File: config.mk
export PLATFORM = sky130hd
export DESIGN_NAME = button_speed_select
export DESIGN_NICKNAME = d
export VERILOG_FILES = /design/src/rtl/speed_pkg.sv /design/src/rtl/button_debouncer.sv /design/src/rtl/button_speed_select.sv
export SDC_FILE = /design/constraint.sdc
export NUM_CORES = 1
export LEC_CHECK = 0
export CAP_MARGIN = 20
export CORE_ASPECT_RATIO = 2
export CORE_MARGIN = 10
export CORE_UTILIZATION = 45
export DETAILED_ROUTE_END_ITERATION = 8
export DONT_BUFFER_PORTS = 1
export PLACE_DENSITY = 0.65
export SYNTH_ARGS = -nofsm -noshare
export SYNTH_HDL_FRONTEND = slang
export SYNTH_SLANG_ARGS = --single-unit
File: constraint.sdc
create_clock -name clk -period 5.56 [get_ports clk]
set_clock_uncertainty 0.1 [all_clocks]
set_input_delay 0.556 -clock clk [delete_from_list [all_inputs] [get_ports clk]]
set_output_delay 0.556 -clock clk [all_outputs]
set_load 0.01 [all_outputs]
File: src/rtl/speed_pkg.sv
// Speed-select types shared by the button front end and the LED cycling stage.
package speed_pkg;
  localparam int NUM_SPEED_BTN = 5;
  typedef logic [NUM_SPEED_BTN-1:0] speed_sel_t;
  localparam speed_sel_t SPEED_SLOWEST = 5'b00001;
  localparam speed_sel_t SPEED_FASTEST = 5'b10000;
endpackage

File: src/rtl/button_debouncer.sv
// One button: 2-flop synchroniser, consecutive-mismatch debounce counter,
// accepted level and a press (rising-accept) strobe.
module button_debouncer #(
  parameter int unsigned DEBOUNCE_CYCLES = 1000000
) (
  input  logic clk,
  input  logic rst_n,
  input  logic btn_raw_i,
  output logic level_o,
  output logic rise_o
);
  localparam int unsigned    CW       = $clog2(DEBOUNCE_CYCLES + 1);
  localparam logic [CW-1:0]  CNT_LAST = CW'(DEBOUNCE_CYCLES - 1);

  logic          sync1_q, sync2_q;
  logic          level_q, level_d;
  logic [CW-1:0] cnt_q, cnt_d;
  logic          mismatch, accept;

  assign mismatch = (sync2_q != level_q);
  assign accept   = mismatch && (cnt_q == CNT_LAST);

  // Counter only advances while mismatched, and is cleared on accept, so it never wraps.
  always_comb begin
    level_d = level_q;
    cnt_d   = '0;
    if (accept)        level_d = sync2_q;
    else if (mismatch) cnt_d   = cnt_q + CW'(1);
  end

  always_ff @(posedge clk or negedge rst_n) begin
    if (!rst_n) begin
      sync1_q <= 1'b0;
      sync2_q <= 1'b0;
      level_q <= 1'b0;
      cnt_q   <= '0;
    end else begin
      sync1_q <= btn_raw_i;
      sync2_q <= sync1_q;
      level_q <= level_d;
      cnt_q   <= cnt_d;
    end
  end

  assign level_o = level_q;
  assign rise_o  = level_d & ~level_q;
endmodule

File: src/rtl/button_speed_select.sv
// Debounces the speed buttons and latches the lowest-index new press as a
// held one-hot speed select, pulsing speed_changed when it moves.
module button_speed_select
  import speed_pkg::*;
#(
  parameter int unsigned NUM_BTN         = NUM_SPEED_BTN,
  parameter int unsigned DEBOUNCE_CYCLES = 1000000,
  parameter speed_sel_t  DEFAULT_SEL     = SPEED_SLOWEST
) (
  input  logic               clk,
  input  logic               rst_n,
  input  logic [NUM_BTN-1:0] btn_raw,
  output logic [NUM_BTN-1:0] buttons,
  output logic [NUM_BTN-1:0] btn_level,
  output logic               speed_changed
);
  logic [NUM_BTN-1:0] rise, cand;
  logic [NUM_BTN-1:0] sel_q, sel_d;
  logic               chg_q, chg_d;

  for (genvar i = 0; i < NUM_BTN; i++) begin : g_btn
    button_debouncer #(.DEBOUNCE_CYCLES(DEBOUNCE_CYCLES)) u_deb (
      .clk      (clk),
      .rst_n    (rst_n),
      .btn_raw_i(btn_raw[i]),
      .level_o  (btn_level[i]),
      .rise_o   (rise[i])
    );
  end

  // Isolate the lowest set bit: simultaneous presses resolve to the slower speed.
  assign cand = rise & (~rise + NUM_BTN'(1));

  always_comb begin
    sel_d = sel_q;
    chg_d = 1'b0;
    if ((|rise) && (cand != sel_q)) begin
      sel_d = cand;
      chg_d = 1'b1;
    end
  end

  always_ff @(posedge clk or negedge rst_n) begin
    if (!rst_n) begin
      sel_q <= NUM_BTN'(DEFAULT_SEL);
      chg_q <= 1'b0;
    end else begin
      sel_q <= sel_d;
      chg_q <= chg_d;
    end
  end

  assign buttons       = sel_q;
  assign speed_changed = chg_q;

  a_onehot: assert property (@(posedge clk) disable iff (!rst_n) $onehot(sel_q));
endmodule

Word-level counts from Yosys, hierarchy flattened --
Index checks and enable logic that the tools add are counted.
Word-level totals: bits in registers 121, word-level logic and storage cells 74
Cells by class: $add $sub $neg 6, eq/ne operators 11, muxes and demuxes 16, bitwise logic cells 12, reductions and logical operators 7
Operators by type and width (count):
- 2-to-1 mux 20 bit | 10
- adder 20 x 1 -> 20 bit, second input constant | 5
- == test 20 bit, second input constant | 5
- logical AND 1 bit | 6
- 2-to-1 mux 1 bit | 6
- adder 5 x 1 -> 5 bit, second input constant | 1
- bitwise AND 1 bit | 5
- bitwise AND 5 bit | 1
- inequality test 1 bit | 5
- inequality test 5 bit | 1
- inverter 1 bit | 5
- inverter 5 bit | 1
- OR reduction 5 bit | 1

Longest topological paths before layout --
depth in word-level cells 10, depth in mapped cells 10

Hierarchy --
Synthesis repeated with hierarchy kept, for this count alone.
Second synthesis, totals: cell total of the unflattened synthesis 564, area, all modules 6145.9 sq um
Modules (own cells, without submodules):
- button_debouncer | times used 5, cells each 106, area each 1159.9 sq um, sequential area each 575.6 sq um
- button_speed_select | times used 1, cells each 34, area each 346.6 sq um, sequential area each 151.4 sq um

Worst setup path before layout --
No wires, ideal clock.
path kind flip-flop to flip-flop, start point reg g_btn[1].u_deb.cnt_q[0], end point reg sel_q[2], in the netlist buttons[2], arrival time 2.270 ns, required time 5.368 ns, slack 3.098 ns, stages on the path, launching flop included 10, buffers on the path 1, clock period less this slack 2.462 ns, cell sequence dfrtp_1 ha_1 nand2_1 or2_1 buf_6 or4_4 nand3_2 mux2_4 o21a_2 o31ai_2
On the way: word-level cells in the longest chain between the ends 9, elaborated cells between the ends (all ways) 10
RTL lines:
- from (decl) | RTL line button_debouncer.sv:17 | logic [CW-1:0] cnt_q, cnt_d;
- from (signal assigned) | RTL line button_debouncer.sv:41 | cnt_q <= cnt_d;
- == test 20 bit * | RTL line button_debouncer.sv:21 | assign accept = mismatch && (cnt_q == CNT_LAST);
- logical AND 1 bit * | RTL line button_debouncer.sv:21
- 2-to-1 mux 1 bit * | RTL line button_debouncer.sv:27 | if (accept) level_d = sync2_q;
- bitwise AND 1 bit * | RTL line button_debouncer.sv:46 | assign rise_o = level_d & ~level_q;
- inverter 5 bit | RTL line button_speed_select.sv:32 | assign cand = rise & (~rise + NUM_BTN'(1));
- adder 5 x 1 -> 5 bit | RTL line button_speed_select.sv:32
- bitwise AND 5 bit | RTL line button_speed_select.sv:32
- inequality test 5 bit | RTL line button_speed_select.sv:37 | if ((|rise) && (cand != sel_q)) begin
- logical AND 1 bit | RTL line button_speed_select.sv:37
- to (signal assigned) | RTL line button_speed_select.sv:45 | sel_q <= NUM_BTN'(DEFAULT_SEL);
- to (signal assigned) | RTL line button_speed_select.sv:48 | sel_q <= sel_d;
- to (decl) | RTL line button_speed_select.sv:18 | logic [NUM_BTN-1:0] sel_q, sel_d;
Every way passes the cells marked *; elsewhere a longest branch is shown, timed or not. A chain may end at the register's enable or synchronous reset.

Worst setup path after layout --
Same ends and word-level chain as after synthesis.

==> results.cfg <==
[floorplan]
dieHeight_microns = 179.1
row_count = 58
dieArea_sq_um = 17830
die_width_microns = 99.56
core-area_sq_um = 12480
start_util = 0.4564
ios = 18

[global_route]
antenna_found_initial = 0
grt_pass1_vias = 4387
grt_max_degree = 122
grtUsageTotal = 0.1306
grt-ovfl-total = 0
grt_pass1_wl_microns = 19160

[worst_setup_path]
cp.required_ns = 5.77
crit_family = simple AND/OR/NAND/NOR gates
worst-path-max-fanout = 7
worstSetupEndpointType = flip-flop
crit_path_start_kind = flip-flop
crit_chain = ha_1 > nand2_1 > or2_1 > or4_4 > nand3_2 > mux2_4 > o21a_2 > o31ai_2
arrival_ns = 2.78
cpPeakStageDelay_ns = 0.56
rr_worst_depth = 8
critPathSlowestCell = or4_4
worst-path-buf-inv = 0
crit_cells = 8
critical_path_class = flip-flop to flip-flop

[synthesis]
synth_top_area_frac = 0.5271
synthCells = 574
synth_common_cells = dfrtp_1, nor2_1, nand2_1
yosysSeqAreaShare = 0.5317
synth_area_leader_cell = dfrtp_1
avgSynthCellArea_sq_um = 9.925
netlist_area_sq_um = 5697
ys_types = 48
netlist_top_cells_area = dfrtp_1, xor2_1, nor2_1
synth_edf_count = 0
async_flop_share = 1.000
ys_warn_count = 0
ys_seq_elements = 121
synth_most_common_cell = dfrtp_1
synth_nets = 586
ys.flop_type = dfrtp_1

[timing]
rsz0062_at_grt = false
max_freq_ghz = 0.3888
fin_crit_sh = 0.4626
tightest_slew_ns = 0.6796
slew_headroom = 0.5459
fin_crit_ns = 2.572
fin_ws_ns = 2.988
fin_setup_tns_ns = 0
setup_viol = 0
whs_ns = -0.05307
slew_viol_final = 0
hold_viol = 19

[drt]
drt-total-wl_microns = 10990
wl_per_cell_microns = 14.85
drtAntennaViolNets = 0
num_vias = 4024
drc_errors = 0
first_iter_violations = 169
drtPass1Iterations = 4
post_drt_via_cell_ratio = 5.438

[clock_network]
cts_resized = 0
cts_buffers = 17
root_buffer = clkbuf_16
path_clk_slew_ns = 0.06
clock_latency_ns = 0.40
htree_levels = 4
cts_tree = yes
cts.sinks = 121
cts_setup_buffers = 0
cts_hold_buf = 1
clk_path_buf_depth = 2

[placement]
preCtsSetupSlack_ns = 2.989
place.detailed.hpwl_microns = 7600
gp_congestion = 0.8338
portBuffers = 0

[cells_and_area]
area_growth_pct = 13.29
n_fill_cell = 1140
nets = 591
drive_gt1_frac = 0.07288
diodes = 0

[run_status]
violations = hold timing
status = finished with violations

[min_path]
min-delay-path-class = input port to asynchronous set/reset pin

[power]
ir_drop_uv = 254.6
power_density_nw_per_um2 = 328.1
p_leak_nw = 2.811

[flow_run]
maxCapViolCount = 0
-- registers in the layout, indices dropped and copies added, names as in the netlist --
signal	cells
g_btn.u_deb.sync1_q	5
buttons	5
speed_changed	1
g_btn.u_deb.level_o	5
g_btn.u_deb.cnt_q	100
g_btn.u_deb.sync2_q	5
-- metrics by stage --
step	instances	cell area (sq um)	power, W	utilization
floorplan	574	5697	0.0009422	-
global placement	709	5799	0.0009482	0.4646
detailed placement	709	5799	0.0009497	0.4646
CTS	740	6454	0.002145	0.5170
global route	740	6454	0.002185	0.5170
finish	740	6454	0.002117	0.5170
-- power by group --
part	total [W]	switching, W	internal [W]
clock network	0.00117	0.000373	0.000793
logic	0.0000471	0.0000346	0.0000125
registers	0.000905	0.0000105	0.000894
total	0.00212	0.000418	0.00170
-- area by class of cell --
cell class	instances	area, sq um	area share
sequential	121	3029	0.4694
multi-input combinational	426	2537	0.3932
clock buffer	23	488.0	0.07561
tap	150	187.7	0.02908
clock inverter	7	138.9	0.02152
inverter	12	45.04	0.006979
timing repair buffer	1	27.53	0.004265
-- per-layer routing --
metal | vias to the layer above | track usage | routed length, microns
met4 | 0 | 0.07083 | 275
li1 | 1954 | - | -
met3 | 23 | 0.03860 | 397
met2 | 55 | 0.2366 | 5869
met1 | 1992 | 0.1289 | 4449
met5 | - | 0 | 0
-- cells in the final DEF, fill, tap and decap left out, drive strengths merged, types with 2 or more instances in the layout --
cell type    n
inv         13
and3        26
nand4       11
or2          5
clkinv       2
mux2         6
o221ai       2
nand2       50
and4b        2
a21oi       15
nor3         8
nand2b       4
xor2        48
o21ai       14
nor4b        7
dfrtp      120
ha           5
or3         14
and4         2
bufinv       4
nor2       108
xnor2       34
nand3       41
clkbuf      23
nor4         7
nand3b       2
-- final timing paths --
path	from	end	slack, ns
setup / recovery	g_btn[1].u_deb.cnt_q[0]	buttons[2]	2.99
min in group clk	btn_raw[2]	g_btn[2].u_deb.sync1_q	0.08
max in group asynchronous	rst_n	g_btn[2].u_deb.level_o	4.85
hold reg to reg	g_btn[3].u_deb.sync1_q	g_btn[3].u_deb.sync2_q	0.25
setup reg to reg	g_btn[1].u_deb.cnt_q[0]	buttons[2]	2.99
hold / removal	rst_n	g_btn[2].u_deb.cnt_q[11]	-0.05
-- cell families after synthesis --
| kind of cell | count (synthesis) | synth area share |
|---|---|---|
| adder cells (fa/ha/maj) | 5 | 0.01098 |
| flip-flops | 121 | 0.5317 |
| AND/OR/NAND/NOR | 295 | 0.2557 |
| multiplexers | 6 | 0.01252 |
| AO/OA/AOI/OAI | 38 | 0.04019 |
| buffers and inverters | 27 | 0.02284 |
| XOR/XNOR | 82 | 0.1261 |
No activity file was read; power rests on OpenSTA's default activity.
